## src/rtl/regfile_wb.sv

```systemverilog
// regfile_wb: general-purpose register file closing the write-back path; r0 is hardwired to zero.
// Latency: writes commit on the rising clk edge; both read ports are combinational with write-through bypass.
// Backpressure: none, a write can be accepted every cycle. Define REGFILE_FWD_EN to add EX/MEM forwarding.
module regfile_wb #(
  parameter int DATA_W   = 32,
  parameter int ADDR_W   = 5,
  parameter int NUM_REGS = 32   // must equal 2**ADDR_W so every address maps to a real entry
) (
  input  logic              clk,
  input  logic              reset,
  input  logic              we,
  input  logic [ADDR_W-1:0] waddr,
  input  logic [DATA_W-1:0] wdata,
  input  logic              re1,
  input  logic [ADDR_W-1:0] raddr1,
  output logic [DATA_W-1:0] rdata1,
  input  logic              re2,
  input  logic [ADDR_W-1:0] raddr2,
  output logic [DATA_W-1:0] rdata2,
  input  logic              ex_we,
  input  logic [ADDR_W-1:0] ex_waddr,
  input  logic [DATA_W-1:0] ex_wdata,
  input  logic              mem_we,
  input  logic [ADDR_W-1:0] mem_waddr,
  input  logic [DATA_W-1:0] mem_wdata
);

  // Architectural state. Entry 0 is never written, so it holds its reset value of zero.
  logic [DATA_W-1:0] regs [NUM_REGS];

  // A write to r0 is dropped here rather than masked at the read side, so storage stays clean.
  logic wr_commit;
  assign wr_commit = we && (waddr != '0);

  // Per-port hit detection for the write-through bypass.
  logic wb_hit1;
  logic wb_hit2;
  assign wb_hit1 = we && (waddr == raddr1);
  assign wb_hit2 = we && (waddr == raddr2);

`ifdef REGFILE_FWD_EN
  // Forwarding hits: EX is the youngest producer, so it is checked ahead of MEM.
  logic ex_hit1;
  logic ex_hit2;
  logic mem_hit1;
  logic mem_hit2;
  assign ex_hit1  = ex_we  && (ex_waddr  == raddr1);
  assign ex_hit2  = ex_we  && (ex_waddr  == raddr2);
  assign mem_hit1 = mem_we && (mem_waddr == raddr1);
  assign mem_hit2 = mem_we && (mem_waddr == raddr2);
`else
  // Without forwarding the hazard unit stalls instead; the EX/MEM inputs are kept on the
  // port list for drop-in compatibility but deliberately go nowhere.
  logic unused_fwd;
  assign unused_fwd = ^{ex_we, ex_waddr, ex_wdata, mem_we, mem_waddr, mem_wdata};
`endif

  // Commit write-back data on the clock edge; reset clears every entry asynchronously.
  always_ff @(posedge clk or negedge reset) begin
    if (!reset) begin
      for (int i = 0; i < NUM_REGS; i++) begin
        regs[i] <= '0;
      end
    end else if (wr_commit) begin
      regs[waddr] <= wdata;
    end
  end

  // Read port 1: reset, disable and r0 force zero; otherwise youngest producer wins over storage.
  always_comb begin
    rdata1 = '0;
    if (reset && re1 && (raddr1 != '0)) begin
`ifdef REGFILE_FWD_EN
      if (ex_hit1) begin
        rdata1 = ex_wdata;
      end else if (mem_hit1) begin
        rdata1 = mem_wdata;
      end else if (wb_hit1) begin
        rdata1 = wdata;
      end else begin
        rdata1 = regs[raddr1];
      end
`else
      if (wb_hit1) begin
        rdata1 = wdata;
      end else begin
        rdata1 = regs[raddr1];
      end
`endif
    end
  end

  // Read port 2: identical resolution to port 1 so equal addresses always return equal data.
  always_comb begin
    rdata2 = '0;
    if (reset && re2 && (raddr2 != '0)) begin
`ifdef REGFILE_FWD_EN
      if (ex_hit2) begin
        rdata2 = ex_wdata;
      end else if (mem_hit2) begin
        rdata2 = mem_wdata;
      end else if (wb_hit2) begin
        rdata2 = wdata;
      end else begin
        rdata2 = regs[raddr2];
      end
`else
      if (wb_hit2) begin
        rdata2 = wdata;
      end else begin
        rdata2 = regs[raddr2];
      end
`endif
    end
  end

endmodule
```

## config.mk

```make
export PLATFORM = sky130hd
export DESIGN_NAME = regfile_wb
export DESIGN_NICKNAME = d
export VERILOG_FILES = /design/src/rtl/regfile_wb.sv
export SDC_FILE = /design/constraint.sdc
export NUM_CORES = 2
export LEC_CHECK = 0
export BUFFER_PORTS_ARGS = -buffer_cell sky130_fd_sc_hd__buf_4
export CAP_MARGIN = 5
export CORE_MARGIN = 2
export CORE_UTILIZATION = 60
export CTS_BUF_LIST = sky130_fd_sc_hd__clkbuf_4 sky130_fd_sc_hd__clkbuf_8 sky130_fd_sc_hd__clkbuf_16
export CTS_CLUSTER_SIZE = 24
export DETAILED_ROUTE_END_ITERATION = 6
export GPL_ROUTABILITY_DRIVEN = 1
export GPL_TIMING_DRIVEN = 0
export PLACE_DENSITY_LB_ADDON = 0.3
export SLEW_MARGIN = 30
export SYNTH_ARGS = -nofsm -noshare
export SYNTH_HDL_FRONTEND = slang
export SYNTH_SLANG_ARGS = --single-unit
```

## constraint.sdc

```tcl
create_clock -name clk -period 5.15 [get_ports clk]
set_input_delay 0.515 -clock clk [delete_from_list [all_inputs] [get_ports clk]]
set_output_delay 0.515 -clock clk [all_outputs]
set_load 0.03 [all_outputs]
```

After elaboration in Yosys (flattened, before gate mapping)
Cells that the tools add are included.

Add/sub/neg operators: 0. Multipliers: 0. Divide/modulo/power cells: 0. Magnitude comparators: 4. Equality and inequality tests: 2. Shifts and indexed selects: 0. Mux-type cells: 13. Bitwise logic cells: 3. Reductions and logical operators: 11.

Operators with widths (number): $bwmux W1024 (1); $bmux W32 S5 (2); $mux W32 (9); $demux W32 S5 (1); $ge A6 B6 Y1 const B (3); $not A5 Y6 (3); $reduce_bool A5 Y1 (3); $eq A5 B5 Y1 (2); $logic_and A1 B1 Y1 (8); $lt A6 B1 Y1 const B (1).

Register bits: 1024. Bits in latches: 0. RAM bits: 0. Bits in read-only memories: 0. Input bits: 128. Output and inout port bits: 64. Logic and storage cells: 65. Memories: 0.

Depth between registers and ports, before layout
Word-level depth: 6. Depth in mapped cells: 9. Gate-level depth less buffers: 5.

Worst setup path before layout
Ideal clock, no wire load.

Kind: in2out. Start: input raddr1[0]. End: output rdata1[30]. Arrival: 2.526 ns. Setup slack: 2.109 ns. Cell stages on the path: 9. Buffers on the path: 4. Cells stage by stage: buf_6 -> buf_6 -> buf_6 -> buf_4 -> mux2i_1 -> a21oi_1 -> o211ai_1 -> o2111a_1 -> nor4_1.

Cells in the longest elaborated chain, start to end: 6. Elaborated cells between the ends (all ways): 10. Those cells by class: eq/ne (1); mux (5); bitwise (1); reduce/logical (3).

Ends and longest elaborated chain: start: declaration (line 15) `input logic [ADDR_W-1:0] raddr1,`; $not A5 Y6 (not written as such) (line 87) `rdata1 = regs[raddr1];`; $bmux W32 S5 (line 87); $mux W32 (not written as such) (2 in a row) (line 87); $mux W32 (line 84) `if (wb_hit1) begin`; $mux W32 * (line 72) `if (reset && re1 && (raddr1 != '0)) begin`; end: declaration (line 16) `output logic [DATA_W-1:0] rdata1,`.

Mark *: on every way between the ends. The rest lies on a longest branch, timed or not. The select of a mux whose other input is x is not followed.

Final worst setup path
Start: input reset. End: output rdata2[6].

Cells in the longest elaborated chain, start to end: 3.

Ends and longest elaborated chain: start: declaration (line 10) `input logic reset,`; $logic_and A1 B1 Y1 (2 in a row) (line 96) `if (reset && re2 && (raddr2 != '0)) begin`; $mux W32 (line 96); end: declaration (line 19) `output logic [DATA_W-1:0] rdata2,`.

No other way between the ends.

==> impl_results.md <==
- Wirelength per Cell: roughly 36 um
- Hold Worst Slack: 0.101 ns
- Ys async rst share: 1.00
- Peak Freq: 203 MHz
- Congestion Overflow GR: 0
- TritonRoute pass-1 iters: 6
- Largest regs: regs x1024
- Fin util: 0.675
- Max-Cap Viols: 0
- Setup crit end kind: output pin
- Crit path kind: in2out
- Initial antenna violation count: 16
- R2R setup slack: 4.30 ns
- Post-route cell area: about 0.062 mm^2
- Commonest non-fill, non-tap cell in the layout: mux2_2
- Power Internal: 17200 uW
- Crit-path max FO: 83
- Max FFs per register: approximately 1000
- Die ar.: 0.0944 mm^2
- Slew @ Worst Pin: 1.15 ns
- Placed wire-length estimate: between 100000 and 150000 um
- Status: finished, final reports clean
- Core Footprint: around 0.09 mm^2
- Worst IR drop on VDD: 0.000406 V
- Starting Density: 0.604
- Combinational power share: 0.213
- Startpoint types: primary input
- Placed cell area: 0.0577 mm^2
- Most flop-heavy register: regs
- Leading cell types in the layout, fill and taps excluded: mux2_2 (1086), dfrtp_1 (1024), mux4_2 (339), mux2i_1 (254), clkbuf_1 (215)
- Max-Slew Margin vs Limit: 0.235
- Clock Skews: 0 ns
- Post-synth cell types: 41
- Routed vias: 40600
- CTS clk-pin slew, worst paths: 0.07 ns
- Clk root buf: clkbuf_16
- Post-route ant nets: 0
- Total power: 24100 uW
- Hold Crit Class: in2reg
- Pin count of the biggest net entering global routing: approximately 130
- Ys Warns: 0
- Vias in the first global route: 40600
- Die height: 307 um
- CP Data Arrival Time: 4.41 ns
- Sw Share: 0.287
- Hold path cells: 2
- Syn nets: 4015
- Leak pwr: 0.0269 uW
- Final Critical Period: 4.93 ns
- TritonCTS sink count: 1024
- Final Max Tran Viols: 0
- Final worst path period share: 0.956
- PwrDens: 391 mW/mm^2
- Register area share after synthesis: 0.465
- Number of vias per cell: approximately 7.5
- Worst-case reg-to-reg path depth: 1
- First-pass GRT wire length: between 200000 and 300000 um
- Post-Syn Area: 0.0552 mm^2
- WL final: 196000 um
- H-tree Lvls: 3
- Clock Path Buffers: 3
- IO Count: approximately 190
- Critical Path RT: 4.64 ns
- Seq pwr share: 0.445
- Die width: 307 um
- Post-Synthesis Cells: 3887
- GR Util All Layers: 0.417
- Ys flop type: dfrtp_1
- GP Congestion: 0.985
- FF+latch count, synth: roughly 1000
- Layout cells sized above 1: 0.459
- RSZ-0062 raised after global routing: no
- PortBufs: 105
- Syn_area_per_cell: about 14 um^2
- Setup violators final: 0
- Post-synth EDFFs: 0
- CTS tree: done
- Cell Rows: 111
- # DRC: 0
- Total CTS buffers: around 110
- Worst-skew pair later-pin latency: approximately 0.69 ns
- Final nets: roughly 4200
- Switching pwr: 6930 uW
- Clock Power Share: 0.342
- Final hold vios: 0
- Starting DRC count in detailed routing: 5866
- Syn-to-layout area delta: 11.8%
## per-layer routing
layer / wire length (um) / vias to the layer above / global-route usage
met5: 66 / - / 0
met4: 18200 / 10 / 0.314
met3: 23300 / 878 / 0.125
met2: 85000 / 3064 / 0.603
met1: 69500 / 21100 / 0.533
li1: - / 15600 / -
## metrics by stage
stage                     std cells  setup TNS [ns]  worst slack (ns)
after global placement         5178        -9263.92             -9.76
after CTS                      5383               0            0.0372
final                          5393               0             0.225
after floorplan                3887               0              2.11
after detailed placement       5189          -0.133            -0.133
after global routing           5386               0            0.0478
## what timing repair did
item / CTS / global route
endpoints found under the setup margin: 1 / 8
endpoints found under the hold margin: 93 / 0
hold buffers: 5 / 0
cloned: 1 / 1
resized for setup: 1 / 2
setup buffers: 0 / 0
## power by group through the flow
| stage | registers, uW | clock network (uW) | logic [uW] |
|---|---|---|---|
| 2_1_floorplan | 10400 | 0 | 3600 |
| 3_3_place_gp | 10700 | 0 | 4800 |
| 3_5_place_dp | 10800 | 0 | 4960 |
| 4_1_cts | 10700 | 8240 | 5010 |
| 5_1_grt | 10900 | 8550 | 5360 |
| 6_report | 10700 | 8270 | 5140 |
## cell usage after synthesis (3+ instances only)
library cell / count / area (um^2)
a21oi_1: 64 / 320
inv_1: 3 / 11.3
nor2_1: 87 / 327
mux2i_1: 254 / 2540
nand3b_1: 4 / 30.0
xor2_1: 4 / 35.0
nor3b_1: 8 / 60.1
a221o_1: 62 / 621
nand3_1: 10 / 50.1
a221oi_1: 124 / 1090
nor2b_1: 4 / 25.0
o21ai_1: 59 / 295
clkbuf_1: 228 / 856
nand2_1: 26 / 97.6
mux2_2: 1086 / 12200
mux4_2: 339 / 7630
o21ai_0: 80 / 400
xnor2_1: 6 / 52.6
buf_4: 31 / 233
o221ai_1: 47 / 412
dfrtp_1: 1024 / 25600
buf_2: 95 / 475
a22oi_1: 126 / 946
buf_1: 56 / 210
nor3_1: 3 / 15.0
buf_6: 36 / 405
## worst max-delay path, cell delays in order
cell and delay, ns:
dlygate4sd3_1 0.61, buf_16 0.17, buf_16 0.16, buf_16 0.31
buf_16 0.31, nand3_1 0.21, nor3b_1 0.54, clkbuf_1 0.82
a221o_1 0.45, buf_4 0.22
## cell families after synthesis
logic type | Yosys count | share of synthesized area
mux | 1679 | 0.406
flops | 1024 | 0.465
compound gates | 568 | 0.0750
buf+inv | 452 | 0.0401
simple gates | 154 | 0.0125
xor+xnor | 10 | 0.00159
## worst paths after layout
kind                                              from                      to
worst max-delay path                             reset               rdata2[6]
worst min-delay path                          wdata[1]     regs[1]$_DFFE_PN0P_
worst max register to register     regs[8]$_DFFE_PN0P_     regs[8]$_DFFE_PN0P_
worst min register to register  regs[1003]$_DFFE_PN0P_  regs[1003]$_DFFE_PN0P_
max in group asynchronous                        reset   regs[975]$_DFFE_PN0P_
min in group asynchronous                        reset    regs[55]$_DFFE_PN0P_
## cell type report
type / count / area (um^2)
timing repair buffer: 123 / 1250
buffer: 447 / 2210
antenna: 9 / 22.5
inverter: 5 / 18.8
tap: 1186 / 1480
clock inverter: 35 / 493
sequential: 1024 / 25600
multi-input combinational: 2411 / 27300
fill: 6438 / 29700
clock buffer: 153 / 3210
No activity file was read; power rests on OpenSTA's default activity.
